<file path="src/rtl/uart_tx_fifo_if.sv">
`timescale 1ns/1ps
// ---------------------------------------------------------------------------
// uart_tx_fifo_if
//
// Groups every non-clock signal of uart_tx_fifo into one bundle.
//
// The "slave" modport is the FIFO itself.
// The "master" modport is its environment, which is both:
//   - the host that writes bytes, and
//   - the uart transmitter that acknowledges frames.
//
// Signals:
//   wr_en, wr_data  host write strobe and byte
//   flush           synchronous clear of queued bytes
//   full, empty     occupancy flags decoded from count
//   count           bytes queued, excluding the in-flight byte
//   overflow        one-cycle pulse when a write is dropped because full
//   send_request    one-cycle pulse that starts a uart frame
//   tx_data         byte for the uart, held from request until tx_done
//   tx_busy         uart is sending a frame
//   tx_done         uart finished a frame (one-cycle pulse)
// ---------------------------------------------------------------------------
interface uart_tx_fifo_if #(
    parameter int DEPTH = 16
);
    localparam int ADDR_W = $clog2(DEPTH);

    logic              wr_en;
    logic [7:0]        wr_data;
    logic              flush;
    logic              full;
    logic              empty;
    logic [ADDR_W:0]   count;
    logic              overflow;
    logic              send_request;
    logic [7:0]        tx_data;
    logic              tx_busy;
    logic              tx_done;

    modport slave (
        input  wr_en, wr_data, flush, tx_busy, tx_done,
        output full, empty, count, overflow, send_request, tx_data
    );

    modport master (
        output wr_en, wr_data, flush, tx_busy, tx_done,
        input  full, empty, count, overflow, send_request, tx_data
    );
endinterface

</file>
<file path="src/rtl/uart_tx_fifo.sv">
`timescale 1ns/1ps
// ---------------------------------------------------------------------------
// uart_tx_fifo
//
// Byte queue that sits in front of a uart transmitter.
//
// The host can write up to one byte per clock. The block hands the bytes to
// the uart in order, one per frame, through the send_request/tx_data
// handshake. It paces itself on tx_busy and tx_done.
//
// Ports:
//   clk      system clock, all logic on posedge
//   reset_n  asynchronous active-low reset
//   bus      uart_tx_fifo_if.slave:
//              host side : wr_en, wr_data, flush, full, empty, count,
//                          overflow
//              uart side : send_request, tx_data, tx_busy, tx_done
//
// Parameters:
//   DEPTH    number of byte entries; power of two, minimum 2
// ---------------------------------------------------------------------------
module uart_tx_fifo #(
    parameter int DEPTH = 16
) (
    input  logic             clk,
    input  logic             reset_n,
    uart_tx_fifo_if.slave    bus
);
    localparam int ADDR_W = $clog2(DEPTH);

    localparam logic [ADDR_W-1:0] PTR_ONE  = {{(ADDR_W-1){1'b0}}, 1'b1};
    localparam logic [ADDR_W:0]   CNT_ONE  = {{ADDR_W{1'b0}}, 1'b1};
    localparam logic [ADDR_W:0]   CNT_FULL = DEPTH[ADDR_W:0];

    typedef enum logic {
        ST_IDLE,
        ST_WAIT_DONE
    } state_t;

    // Storage is deliberately left without a reset.
    logic [7:0]          r_mem [DEPTH];

    logic [ADDR_W-1:0]   r_wr_ptr;
    logic [ADDR_W-1:0]   r_rd_ptr;
    logic [ADDR_W:0]     r_count;
    logic                r_overflow;
    logic                r_send_request;
    logic [7:0]          r_tx_data;
    state_t              r_state;

    logic                w_full;
    logic                w_empty;
    logic                w_push;
    logic                w_drop;
    logic                w_pop;
    logic [ADDR_W:0]     w_count_next;
    state_t              w_state_next;

    // Occupancy flags come from the count at the start of the cycle.
    // This means a pop in the same cycle cannot make room for a write.
    assign w_full  = (r_count == CNT_FULL);
    assign w_empty = (r_count == '0);

    // A write during flush is dropped silently: it is neither stored
    // nor reported as an overflow.
    assign w_push = bus.wr_en && !w_full && !bus.flush;
    assign w_drop = bus.wr_en &&  w_full && !bus.flush;

    // -----------------------------------------------------------------------
    // Frame FSM: next state and pop decision
    // -----------------------------------------------------------------------
    always_comb begin
        w_state_next = r_state;
        w_pop        = 1'b0;
        case (r_state)
            ST_IDLE: begin
                // A tx_done that arrives while idle has no effect.
                if (!w_empty && !bus.tx_busy && !bus.flush) begin
                    w_pop        = 1'b1;
                    w_state_next = ST_WAIT_DONE;
                end
            end
            ST_WAIT_DONE: begin
                if (bus.tx_done) begin
                    w_state_next = ST_IDLE;
                end
            end
            default: begin
                w_state_next = ST_IDLE;
            end
        endcase
    end

    always_ff @(posedge clk or negedge reset_n) begin
        if (!reset_n) begin
            r_state <= ST_IDLE;
        end else begin
            r_state <= w_state_next;
        end
    end

    // -----------------------------------------------------------------------
    // Count update
    // -----------------------------------------------------------------------
    always_comb begin
        w_count_next = r_count;
        if (bus.flush) begin
            w_count_next = '0;
        end else begin
            case ({w_push, w_pop})
                2'b10:   w_count_next = r_count + CNT_ONE;
                2'b01:   w_count_next = r_count - CNT_ONE;
                default: w_count_next = r_count;
            endcase
        end
    end

    // -----------------------------------------------------------------------
    // Pointers, count and the registered uart-side outputs
    // -----------------------------------------------------------------------
    always_ff @(posedge clk or negedge reset_n) begin
        if (!reset_n) begin
            r_wr_ptr       <= '0;
            r_rd_ptr       <= '0;
            r_count        <= '0;
            r_overflow     <= 1'b0;
            r_send_request <= 1'b0;
            r_tx_data      <= 8'h00;
        end else begin
            r_count        <= w_count_next;
            r_overflow     <= w_drop;
            r_send_request <= w_pop;

            if (w_push) begin
                r_wr_ptr <= r_wr_ptr + PTR_ONE;
            end

            // Flush discards everything queued by moving the read pointer
            // onto the write pointer. Because w_push is gated by flush, the
            // write pointer does not move in this cycle.
            if (bus.flush) begin
                r_rd_ptr <= r_wr_ptr;
            end else if (w_pop) begin
                r_rd_ptr <= r_rd_ptr + PTR_ONE;
            end

            // tx_data only changes on a pop, so it stays stable for the
            // whole frame, including across a flush.
            if (w_pop) begin
                r_tx_data <= r_mem[r_rd_ptr];
            end
        end
    end

    // -----------------------------------------------------------------------
    // Byte storage
    // -----------------------------------------------------------------------
    always_ff @(posedge clk) begin
        if (w_push) begin
            r_mem[r_wr_ptr] <= bus.wr_data;
        end
    end

    assign bus.full         = w_full;
    assign bus.empty        = w_empty;
    assign bus.count        = r_count;
    assign bus.overflow     = r_overflow;
    assign bus.send_request = r_send_request;
    assign bus.tx_data      = r_tx_data;

endmodule

</file>
<file path="src/flat_wrapper.sv">
// flat-port wrapper written by rule: the top's interface ports become plain ports
module uart_tx_fifo_flat 
#(
    parameter int DEPTH = 16
)
  (clk, reset_n, bus_wr_en, bus_wr_data, bus_flush, bus_tx_busy, bus_tx_done, bus_full, bus_empty, bus_count, bus_overflow, bus_send_request, bus_tx_data);
  uart_tx_fifo_if #(.DEPTH(DEPTH)) bus_i ();
  input  logic clk;
  input  logic reset_n;
  input wire logic [$bits(bus_i.wr_en)-1:0] bus_wr_en;
  input wire logic [$bits(bus_i.wr_data)-1:0] bus_wr_data;
  input wire logic [$bits(bus_i.flush)-1:0] bus_flush;
  input wire logic [$bits(bus_i.tx_busy)-1:0] bus_tx_busy;
  input wire logic [$bits(bus_i.tx_done)-1:0] bus_tx_done;
  output wire logic [$bits(bus_i.full)-1:0] bus_full;
  output wire logic [$bits(bus_i.empty)-1:0] bus_empty;
  output wire logic [$bits(bus_i.count)-1:0] bus_count;
  output wire logic [$bits(bus_i.overflow)-1:0] bus_overflow;
  output wire logic [$bits(bus_i.send_request)-1:0] bus_send_request;
  output wire logic [$bits(bus_i.tx_data)-1:0] bus_tx_data;
  assign bus_i.wr_en = bus_wr_en;
  assign bus_i.wr_data = bus_wr_data;
  assign bus_i.flush = bus_flush;
  assign bus_i.tx_busy = bus_tx_busy;
  assign bus_i.tx_done = bus_tx_done;
  assign bus_full = bus_i.full;
  assign bus_empty = bus_i.empty;
  assign bus_count = bus_i.count;
  assign bus_overflow = bus_i.overflow;
  assign bus_send_request = bus_i.send_request;
  assign bus_tx_data = bus_i.tx_data;
  uart_tx_fifo #(.DEPTH(DEPTH)) u_core (.clk(clk), .reset_n(reset_n), .bus(bus_i));
endmodule
</file>
<file path="config.mk">
export PLATFORM = sky130hd
export DESIGN_NAME = uart_tx_fifo_flat
export DESIGN_NICKNAME = d
export VERILOG_FILES = /design/src/rtl/uart_tx_fifo_if.sv /design/src/rtl/uart_tx_fifo.sv /design/src/flat_wrapper.sv
export SDC_FILE = /design/constraint.sdc
export NUM_CORES = 1
export LEC_CHECK = 0
export BUFFER_PORTS_ARGS = -buffer_cell sky130_fd_sc_hd__buf_2
export CORE_UTILIZATION = 30
export DETAILED_ROUTE_END_ITERATION = 12
export SYNTH_ARGS = -nofsm -noshare
export SYNTH_HDL_FRONTEND = slang
export SYNTH_SLANG_ARGS = --single-unit
</file>
<file path="constraint.sdc">
create_clock -name clk -period 5.6 [get_ports clk]
set_clock_uncertainty 0.05 [all_clocks]
set_input_delay 0.56 -clock clk [delete_from_list [all_inputs] [get_ports clk]]
set_output_delay 0.56 -clock clk [all_outputs]
set_load 0.02 [all_outputs]
</file>
# Word-level counts from Yosys, hierarchy flattened
# Memory sizes are Yosys's and may differ from the RTL's. A register that Yosys moved wholly into a read port is not among the register bits.
# Index checks and enable logic that the tools add are counted.
[op_classes]
n_eq_ne = 3
n_mux = 10
n_reduce_logical = 14
addsub = 4
n_bitwise = 1
[ops]
columns = ["cell", "count"]
rows = [
  ["case mux 5 bit (2 select lines)", 1],
  ["adder 4 x 1 -> 4 bit, second input constant", 2],
  ["two-way mux 4 bit", 2],
  ["logical AND 1 bit", 6],
  ["adder 5 x 1 -> 5 bit, second input constant", 1],
  ["equality test 5 bit, second input constant", 1],
  ["logical NOT 1 bit", 5],
  ["logical NOT 5 bit", 1],
  ["two-way mux 1 bit", 5],
  ["two-way mux 5 bit", 1],
  ["subtractor 5 x 1 -> 5 bit, second input constant", 1],
  ["nonzero test 3 bit", 1],
  ["equality test 2 x 1 -> 1 bit, second input constant", 1],
  ["equality test 2 bit, second input constant", 1],
  ["case mux 1 bit (2 select lines)", 1],
  ["nonzero test 2 bit", 1],
  ["inverter 1 bit", 1],
]
[word_totals]
mem_count = 1
output_inout_bits = 17
ff_bits = 16
ram_bits = 128
[mem_list]
columns = ["name", "words", "word_bits", "rd", "rd_clocked_by_memory_dff", "write_ports", "line", "rtl"]
rows = [
  ["u_core.r_mem", 16, 8, 1, 1, 1, "uart_tx_fifo.sv:41", "logic [7:0] r_mem [DEPTH];"],
]

# Depth between registers and ports, before layout
# Gate-level depths: netlist (run 1).
[logic_depth]
depth_word = 9
mapped_depth = 11
ltp_nobuf = 10

# Worst setup path before layout (run 1)
# Ideal clock, no wire load.
[synth_timing]
path_kind = "register to register"
start = "reg u_core.r_count[1], in the netlist u_core.bus.count[1]"
end = "reg u_core.r_count[4], in the netlist u_core.bus.count[4]"
path_slack_ps = 2804
path_stages_with_launch = 10
setup_ps = 137
arrival_time_ps = 2609
t_required_ps = 5413
cell_sequence = "dfrtp_1 > or4_4 > o21ai_4 > nor2_1 > ha_1 > nor2b_1 > o21a_1 > o311a_1 > a32oi_1 > o21ai_1"
[synth_between]
elab_chain_cells = 9
elab_cells_between_ends = 17
[synth_lines]
columns = ["item", "line", "rtl"]
rows = [
  ["start: declaration", "uart_tx_fifo.sv:45", "logic [ADDR_W:0] r_count;"],
  ["start signal: assignment", "uart_tx_fifo.sv:130", "r_count <= w_count_next;"],
  ["logical NOT 5 bit", "uart_tx_fifo.sv:62", "assign w_empty = (r_count == '0);"],
  ["logical NOT 1 bit", "uart_tx_fifo.sv:78", "if (!w_empty && !bus.tx_busy && !bus.flush) begin"],
  ["logical AND 1 bit (2 in series)", "uart_tx_fifo.sv:78", ""],
  ["two-way mux 1 bit", "uart_tx_fifo.sv:78", ""],
  ["two-way mux 1 bit", "uart_tx_fifo.sv:75", "case (r_state)"],
  ["equality test 2 x 1 -> 1 bit or equality test 2 bit (tied branches)", "uart_tx_fifo.sv:110", "case ({w_push, w_pop})"],
  ["case mux 5 bit (2 select lines)", "uart_tx_fifo.sv:110", ""],
  ["two-way mux 5 bit", "uart_tx_fifo.sv:107", "if (bus.flush) begin"],
]
# Parallel ways exist; a longest one is shown, timed or not.
# A chain may end at the register's enable or synchronous reset.

# Worst setup path after layout (run 1)
# Same ends and word-level chain as after synthesis.

==> results of run 1 <==
[cell families after synthesis]
family | Yosys count | share of synthesized area (%)
DFF | 152 | 72.24
and+or+nand+nor | 57 | 4.251
muxes | 50 | 14.64
AOI/OAI and AO/OA | 29 | 3.803
buffers and inverters | 25 | 1.851
adders and majority gates | 9 | 1.952
xor gates and xnor gates | 8 | 1.261
[final timing paths]
path                                       startpoint                     to  slack, ns
worst max register to register    u_core.bus.count[1]    u_core.bus.count[4]       2.45
worst max-delay path              u_core.bus.count[1]    u_core.bus.count[4]       2.45
max in group asynchronous                     reset_n     u_core.r_rd_ptr[0]       5.04
worst min-delay path                          reset_n    u_core.bus.count[0]       0.08
min in group clk                          bus_tx_done         u_core.r_state       0.28
worst min register to register  u_core.bus.tx_data[6]  u_core.bus.tx_data[6]       0.45
[flip-flops by register name, summed over array words and instances, names as in the netlist]
signal and count:
u_core.r_mem 128, u_core.bus.tx_data 8, u_core.bus.count 5, u_core.r_rd_ptr 4, u_core.r_wr_ptr 4, u_core.bus.overflow 1, u_core.bus.send_request 1, u_core.r_state 1
[metal layers]
layer	vias to the layer above	wire length, um	share of wire [%]	GRT usage (%)
met5	-	0	0	0
met4	0	170	1.4	4.474
met3	10	511	4.2	3.145
met2	68	6400	52	21.47
met1	1594	5181	42	15.35
li1	1377	-	-	-
[metrics by stage]
stage	std cells	hold WS (ns)
6_report	649	0.07516
5_1_grt	649	0.1040
4_1_cts	648	0.08092
3_5_place_dp	616	0.4412
3_3_place_gp	616	0.4432
2_1_floorplan	330	0.2144
[area by class of cell]
cell class / count / area, um2
Tap cell: 270 / 337.8
Fill cell: 1902 / 12980
Clock buffer: 18 / 429.2
Clock inverter: 14 / 171.4
Timing Repair Buffer: 33 / 172.7
Inverter: 9 / 36.28
Multi-Input combinational cell: 153 / 1594
Sequential cell: 152 / 4446
[synth_stat cells, types with 2 or more instances]
cell type	count
o21ai_1	2
edfxtp_1	128
o221ai_1	8
xnor2_1	6
o21ai_0	4
clkbuf_1	6
nor3_1	6
buf_1	3
nand2_1	18
nand2b_1	4
nor2_1	20
inv_1	7
o21ai_4	2
buf_2	5
ha_1	8
dfrtp_1	24
a211oi_1	2
mux2i_1	18
a21oi_1	3
mux4_2	32
[where the power goes]
group          total (mW)  switching (mW)  leakage, nW  internal (mW)
sequential           1.47           0.121         1.46           1.35
combinational       0.974           0.542        0.700          0.432
clock                1.15           0.443        0.279          0.703
==> flow_summary.ini, run 1 <==
[power]
power_mw = 3.594
power.leakage_nw = 2.436
cellPowerDensity_mw_per_mm2 = 500.0
vdd_drop_max_mv = 0.2120

[worst_hold_path]
min_path_type = in -> async

[grt]
antenna_found_initial = 0
grt_max_degree = 36
grt_pass1_vias = 3233
grt_pass1_wl_um = 19310
overflow = 0
grtUsageTotal_pct = 12.55

[layout]
nets = 389
post-route-util_pct = 35.63
final_area_mm2 = 0.007187
synthToLayoutAreaGrowth_pct = 16.82
final_common_cell = edfxtp_1
layout_common_cells = 128 x edfxtp_1, 32 x mux4_2, 30 x buf_2, 23 x dfrtp_1, 20 x nor2_1
final_layout_size_suffix_gt1_share_pct = 27.70
antenna_cells = 0

[clock_tree]
cts_setup_buffers = 0
clock_latency_ns = 0.41
cts_inserted_buffers = 17
cts_resized = 0
cts_sinks = 152
h-tree-depth = 4
path_clk_slew_ns = 0.06
cts_hold_buf = 0
cts_tree = built
clock_path_buffers = 2
clockRootBuffer = clkbuf_16

[placed_design]
dpl.hpwl_um = 7928
pre_cts_slack_ns = 2.208
portBuffers = 30
postPlaceCellArea_mm2 = 0.006579
gp_congestion = 0.7523

[detailed_routing]
drt_first_pass_iters = 4
detail-route-antenna-nets = 0
drc = 0
wire_per_inst_um = 18.90
drt-vias-per-instance = 4.698
wl_um = 12270
vias = 3049
drt-initial-drc-count = 273

[setup_path]
worstSetupPathType = reg -> reg
slowest_stage = or4_4
path_delay_family = compound AO/OA/AOI/OAI gates
worst-path-max-fanout = 16
r2r.worst_path.cells = 9
critPathRequiredTime_ns = 5.83
crit_buf_inv = 0
path_depth = 9
crit_chain = or4_4, o21ai_4, nor2_1, ha_1, nor2b_1, o21a_1, o311a_1, a32oi_1, o21ai_1
critPathArrivalTime_ns = 3.38
slowest_delay_ns = 0.61
end_kind = flop
start_kind = flop

[yosys]
synth_edf_count = 128
synth_area_mm2 = 0.006152
syn_inst = 330
yosysTopAreaCell = edfxtp_1
ys_seq_area_share_pct = 72.24
yosys-top-cells-area = edfxtp_1 62%, mux4_2 12%, dfrtp_1 9.8%, mux2i_1 2.9%, ha_1 1.6%
yosys.cell_types.count = 44
yosysTopAreaCellShare_pct = 62.48
async_flop_share_pct = 15.79
ys_seq_elements = 152
ys.flop_type = edfxtp_1
synth_fp_nets = 353
yosys_warnings = 0
syn_avg_cell_area_um2 = 18.64

[timing]
finalSetupTns_ns = 0
postLayoutSetupSlackWorst_ns = 2.450
rsz0062_at_grt = no
fmax_mhz = 317.4
hold_violations = 0
slew_violations = 0
tightest_slew_ns = 1.212
slew_headroom_pct = 18.57
setup-violations-final = 0
min_period_ns = 3.150
period_share_pct = 56.26

[flow_run]
drv_cap = 0

[floorplanning]
design.core.area_mm2 = 0.02017
ios = 31
rows = 52
die_area_mm2 = 0.02108
chipHeight_um = 145.2
die_w_um = 145.2
initial_core_util_pct = 30.50

[outcome]
status = finished clean
(Power assumes the default switching activity.)
==> inputs of run 2 (changes only) <==
==> constraint.sdc (replaced) <==
create_clock -name clk -period 2.9 [get_ports clk]
set_clock_uncertainty 0.05 [all_clocks]
set_input_delay 0.29 -clock clk [delete_from_list [all_inputs] [get_ports clk]]
set_output_delay 0.29 -clock clk [all_outputs]
set_load 0.02 [all_outputs]
==> flow_summary.ini, run 2 (synthesized netlist as in run 1, its figures left out) <==
[setup_path]
worstSetupPathType = reg -> reg
start_kind = flop
r2r_end = u_core.bus.count[4]
rr_startpoint = u_core.bus.count[1]
end_kind = flop
r2r_slack_ns = 0.22
critPathRequiredTime_ns = 3.14
r2r.worst_path.cells = 9
worstSetupEndpoint = u_core.bus.count[4]
worst-path-max-fanout = 6
critPathArrivalTime_ns = 2.92
cp-startpoint = u_core.bus.count[1]

[timing]
hold-worst-slack_ns = 0.1342
period_share_pct = 92.41
rsz0062_at_grt = no
slew_headroom_pct = 37.43
min_period_ns = 2.680
hold_violations = 0
tightest_slew_ns = 0.9351
setup-violations-final = 0
slew_violations = 0
fmax_mhz = 373.2
finalSetupTns_ns = 0

[placed_design]
dpl.cell_count = 625
gp_congestion = 0.7759
portBuffers = 30
dpl.hpwl_um = 8225

[detailed_routing]
detail-route-antenna-nets = 0
wl_um = 12540
vias = 3111
drc = 0
drt-initial-drc-count = 164
wire_per_inst_um = 19.03
drt_first_pass_iters = 4
drt-vias-per-instance = 4.721

[floorplanning]
design.core.area_mm2 = 0.02017
die_area_mm2 = 0.02108
initial_core_util_pct = 30.50
chipHeight_um = 145.2
ios = 31
rows = 52
die_w_um = 145.2

[clock_tree]
cts_inserted_buffers = 17
cts_sinks = 152
h-tree-depth = 4
clock_latency_ns = 0.41
clock_path_buffers = 2
path_clk_slew_ns = 0.06
clockRootBuffer = clkbuf_16
cts_tree = built

[layout]
multi_input_comb_area_mm2 = 0.001594
regArea_mm2 = 0.004446
final_common_cell = edfxtp_1
nFillCells = 1889
top_register = u_core.r_mem
synthToLayoutAreaGrowth_pct = 16.90
stdcell_count = 659
layout_common_cells = 128 x edfxtp_1, 32 x mux4_2, 30 x buf_2, 23 x dfrtp_1, 20 x nor2_1
final_layout_size_suffix_gt1_share_pct = 27.25
post-route-util_pct = 35.66
nets = 399
antenna_cells = 0
largest_reg_flops = 128

[grt]
grt_pass1_vias = 3304
grt_max_degree = 36
grt_pass1_wl_um = 20050
antenna_found_initial = 0
grtUsageTotal_pct = 13.10
overflow = 0

[worst_hold_path]
min_path_type = in -> reg
min_path_cells = 3
min_from = bus_wr_en

[power]
power.leakage_nw = 2.463
vdd_drop_max_mv = 0.3103
power_mw = 6.774
cellPowerDensity_mw_per_mm2 = 941.8

[outcome]
status = finished clean

[flow_run]
drv_cap = 0
run 2: cell count changes in the layout (fill, tap and decap cells not counted), sizes merged:
| cell | before | now |
|---|---|---|
| buf | 32 | 41 |
| clkbuf | 19 | 26 |
| clkinvlp | 4 | 0 |
| inv | 13 | 9 |
| bufinv | 3 | 1 |
| clkinv | 3 | 5 |
| dlygate4sd3 | 0 | 2 |
run 2: cell type report:
type,instances,area share [%]
flip-flops and latches,152,61.81
well taps,270,4.697
repair buffers,43,3.688
multi-input cells,153,22.16
clock buffers,26,6.385
inverters,9,0.5045
clock inverters,6,0.7481
run 2: metal layers:
| metal | GRT usage [%] | vias to the layer above | routed length [um] |
|---|---|---|---|
| met5 | 0 | - | 0 |
| met4 | 4.737 | 0 | 139 |
| met3 | 3.836 | 9 | 850 |
| met2 | 19.98 | 88 | 5887 |
| met1 | 17.74 | 1617 | 5663 |
| li1 | - | 1397 | - |
run 2: how the worst min path moves through the flow:
stage | slack (ns) | end
finish | 0.13 | u_core.bus.overflow
floorplan | -0.06 | u_core.bus.count[0]
global placement | 0.26 | u_core.bus.count[0]
detailed placement | 0.27 | u_core.bus.count[1]
global route | 0.15 | u_core.bus.overflow
CTS | 0.12 | u_core.bus.overflow
run 2: critical path: stages (launching register included):
cell	delay, ns
dfrtp_1	0.43
or4_4	0.61
o21ai_4	0.15
nor2_1	0.11
ha_1	0.33
nor2b_1	0.15
o21a_1	0.20
o311a_1	0.29
a32oi_1	0.15
o21ai_1	0.08
run 2: where the power goes:
part	total, mW	internal (mW)	switching, mW
clock network	1.96	1.17	0.791
registers	2.89	2.61	0.281
logic	1.92	0.881	1.04
total	6.77	4.66	2.11
run 2: per-stage QoR:
stage | setup slack (ns) | cell area, um2
after floorplan | 0.1040 | 6152
after global placement | 0.2613 | 6659
after detailed placement | 0.2156 | 6659
after CTS | 0.2068 | 7192
after global routing | 0.08948 | 7192
final | 0.2202 | 7192
run 2: what timing repair did:
action | CTS | global route
hold buffers | 2 | 0
setup buffers | 0 | 0
endpoints found under the hold margin | 25 | 0
gates resized for setup | 0 | 0
==> inputs of run 3 (changes only) <==
==> constraint.sdc (replaced) <==
create_clock -name clk -period 2.9 [get_ports clk]
set_clock_uncertainty 0.05 [all_clocks]
set_input_delay 0.58 -clock clk [delete_from_list [all_inputs] [get_ports clk]]
set_output_delay 0.58 -clock clk [all_outputs]
set_load 0.02 [all_outputs]
==> flow_summary.ini, run 3 (synthesized netlist as in run 1, its figures left out) <==
[layout]
nFillCells = 1876
nets = 408
multi_input_comb_area_mm2 = 0.001594
final_area_mm2 = 0.007306
final_layout_size_suffix_gt1_share_pct = 30.63
antenna_cells = 0
final_common_cell = edfxtp_1
regArea_mm2 = 0.004446
top_register = u_core.r_mem
layout_common_cells = 128 x edfxtp_1, 32 x mux4_2, 30 x buf_2, 23 x dfrtp_1, 21 x buf_4
synthToLayoutAreaGrowth_pct = 18.75
largest_reg_flops = 128

[detailed_routing]
drt_first_pass_iters = 4
wire_per_inst_um = 18.88
drt-vias-per-instance = 4.737
vias = 3150
wl_um = 12560
detail-route-antenna-nets = 0
drt-initial-drc-count = 214
drc = 0

[setup_path]
crit_chain = or4_4, o21ai_4, nor2_1, ha_1, nor2b_1, o21a_1, o311a_1, a32oi_1, o21ai_1
critPathRequiredTime_ns = 3.14
critPathArrivalTime_ns = 2.93
end_kind = flop
worst-path-max-fanout = 6
slowest_stage = or4_4
r2r_slack_ns = 0.21
cp-startpoint = u_core.bus.count[1]
worstSetupEndpoint = u_core.bus.count[4]
slowest_delay_ns = 0.61
rr_startpoint = u_core.bus.count[1]
r2r.worst_path.cells = 9
worstSetupPathType = reg -> reg
r2r_end = u_core.bus.count[4]
start_kind = flop

[placed_design]
gp_congestion = 0.7476
dpl.hpwl_um = 8188
portBuffers = 30
postPlaceCellArea_mm2 = 0.006741

[timing]
min_period_ns = 2.694
period_share_pct = 92.88
fmax_mhz = 371.3
hold_violations = 0
slew_headroom_pct = 59.76
setup-violations-final = 0
rsz0062_at_grt = no
tightest_slew_ns = 0.6035
slew_violations = 0
finalSetupTns_ns = 0

[power]
combPwrFrac_pct = 28.0
cellPowerDensity_mw_per_mm2 = 951.0
power_mw = 6.947
switching_share_pct = 30.58
power.leakage_nw = 2.531
vdd_drop_max_mv = 0.3607
internal_power_mw = 4.823
power.switching_mw = 2.124
seqPwrFrac_pct = 41.3
clkPwrFrac_pct = 30.7

[outcome]
status = finished clean

[floorplanning]
die_area_mm2 = 0.02108
initial_core_util_pct = 30.50
die_w_um = 145.2
chipHeight_um = 145.2
design.core.area_mm2 = 0.02017
ios = 31
rows = 52

[clock_tree]
cts_tree = built
cts_hold_buf = 0
h-tree-depth = 4
clock_path_buffers = 2
path_clk_slew_ns = 0.06
cts_inserted_buffers = 17
cts_setup_buffers = 0
clock_latency_ns = 0.41
cts_resized = 0
clockRootBuffer = clkbuf_16
cts_sinks = 152

[grt]
grt_pass1_vias = 3293
grt_pass1_wl_um = 19650
antenna_found_initial = 1
overflow = 0
grtUsageTotal_pct = 12.93
grt_max_degree = 36

[flow_run]
drv_cap = 0

[worst_hold_path]
min_path_type = in -> async
-- run 3: changes by cell type in the layout (fill, tap and decap cells not counted) --
cell / previous run / this run
buf_4: 10 / 21
clkbuf_1: 9 / 2
clkinvlp_4: 0 / 3
bufinv_16: 1 / 3
dlygate4sd3_1: 2 / 0
clkinv_2: 4 / 3
-- run 3: area by class of cell --
type | count | share of cell area [%]
clock inverter | 10 | 1.798
tap | 270 | 4.624
timing repair buffer | 52 | 4.487
clock buffer | 19 | 5.926
multi-input combinational | 153 | 21.82
sequential | 152 | 60.85
inverter | 9 | 0.4967
-- run 3: how the worst min path moves through the flow --
stage	start	to	slack, ns
3_3_place_gp	u_core.bus.tx_data[7]	u_core.bus.tx_data[7]	0.44
3_5_place_dp	u_core.bus.tx_data[4]	u_core.bus.tx_data[4]	0.43
5_1_grt	reset_n	u_core.bus.count[0]	0.14
2_1_floorplan	reset_n	u_core.bus.count[0]	0.23
6_report	reset_n	u_core.bus.count[4]	0.12
4_1_cts	reset_n	u_core.bus.count[0]	0.12
-- run 3: power groups by stage --
stage	logic, mW	registers (mW)	clock network [mW]
floorplan	1.40	2.87	0
global placement	1.94	2.90	0
detailed placement	1.97	2.92	0
CTS	1.98	2.87	2.18
global route	2.13	2.91	2.26
finish	1.95	2.87	2.13
-- run 3: worst max-delay path, delay by kind of cell (launching register included) --
family | cells | cell delay, ns
simple gates | 3 | 0.88
compound gates | 5 | 0.87
flops | 1 | 0.43
fa+ha+maj | 1 | 0.34
-- run 3: metal layers --
layer,track usage (%),part of all wire (%)
met1,16.31,43
met2,20.96,49
met3,4.119,6.2
met4,4.421,1.1
met5,0,0
-- run 3: stage by stage --
stage	std cells	setup WS (ns)	utilization (%)	hold slack, ns
after floorplan	330	0.1040	-	0.2344
after global placement	636	0.1397	33.42	0.4396
after detailed placement	636	0.08802	33.42	0.4327
after CTS	665	0.1950	36.22	0.1153
after global routing	665	0.03472	36.22	0.1390
final	665	0.2064	36.22	0.1215
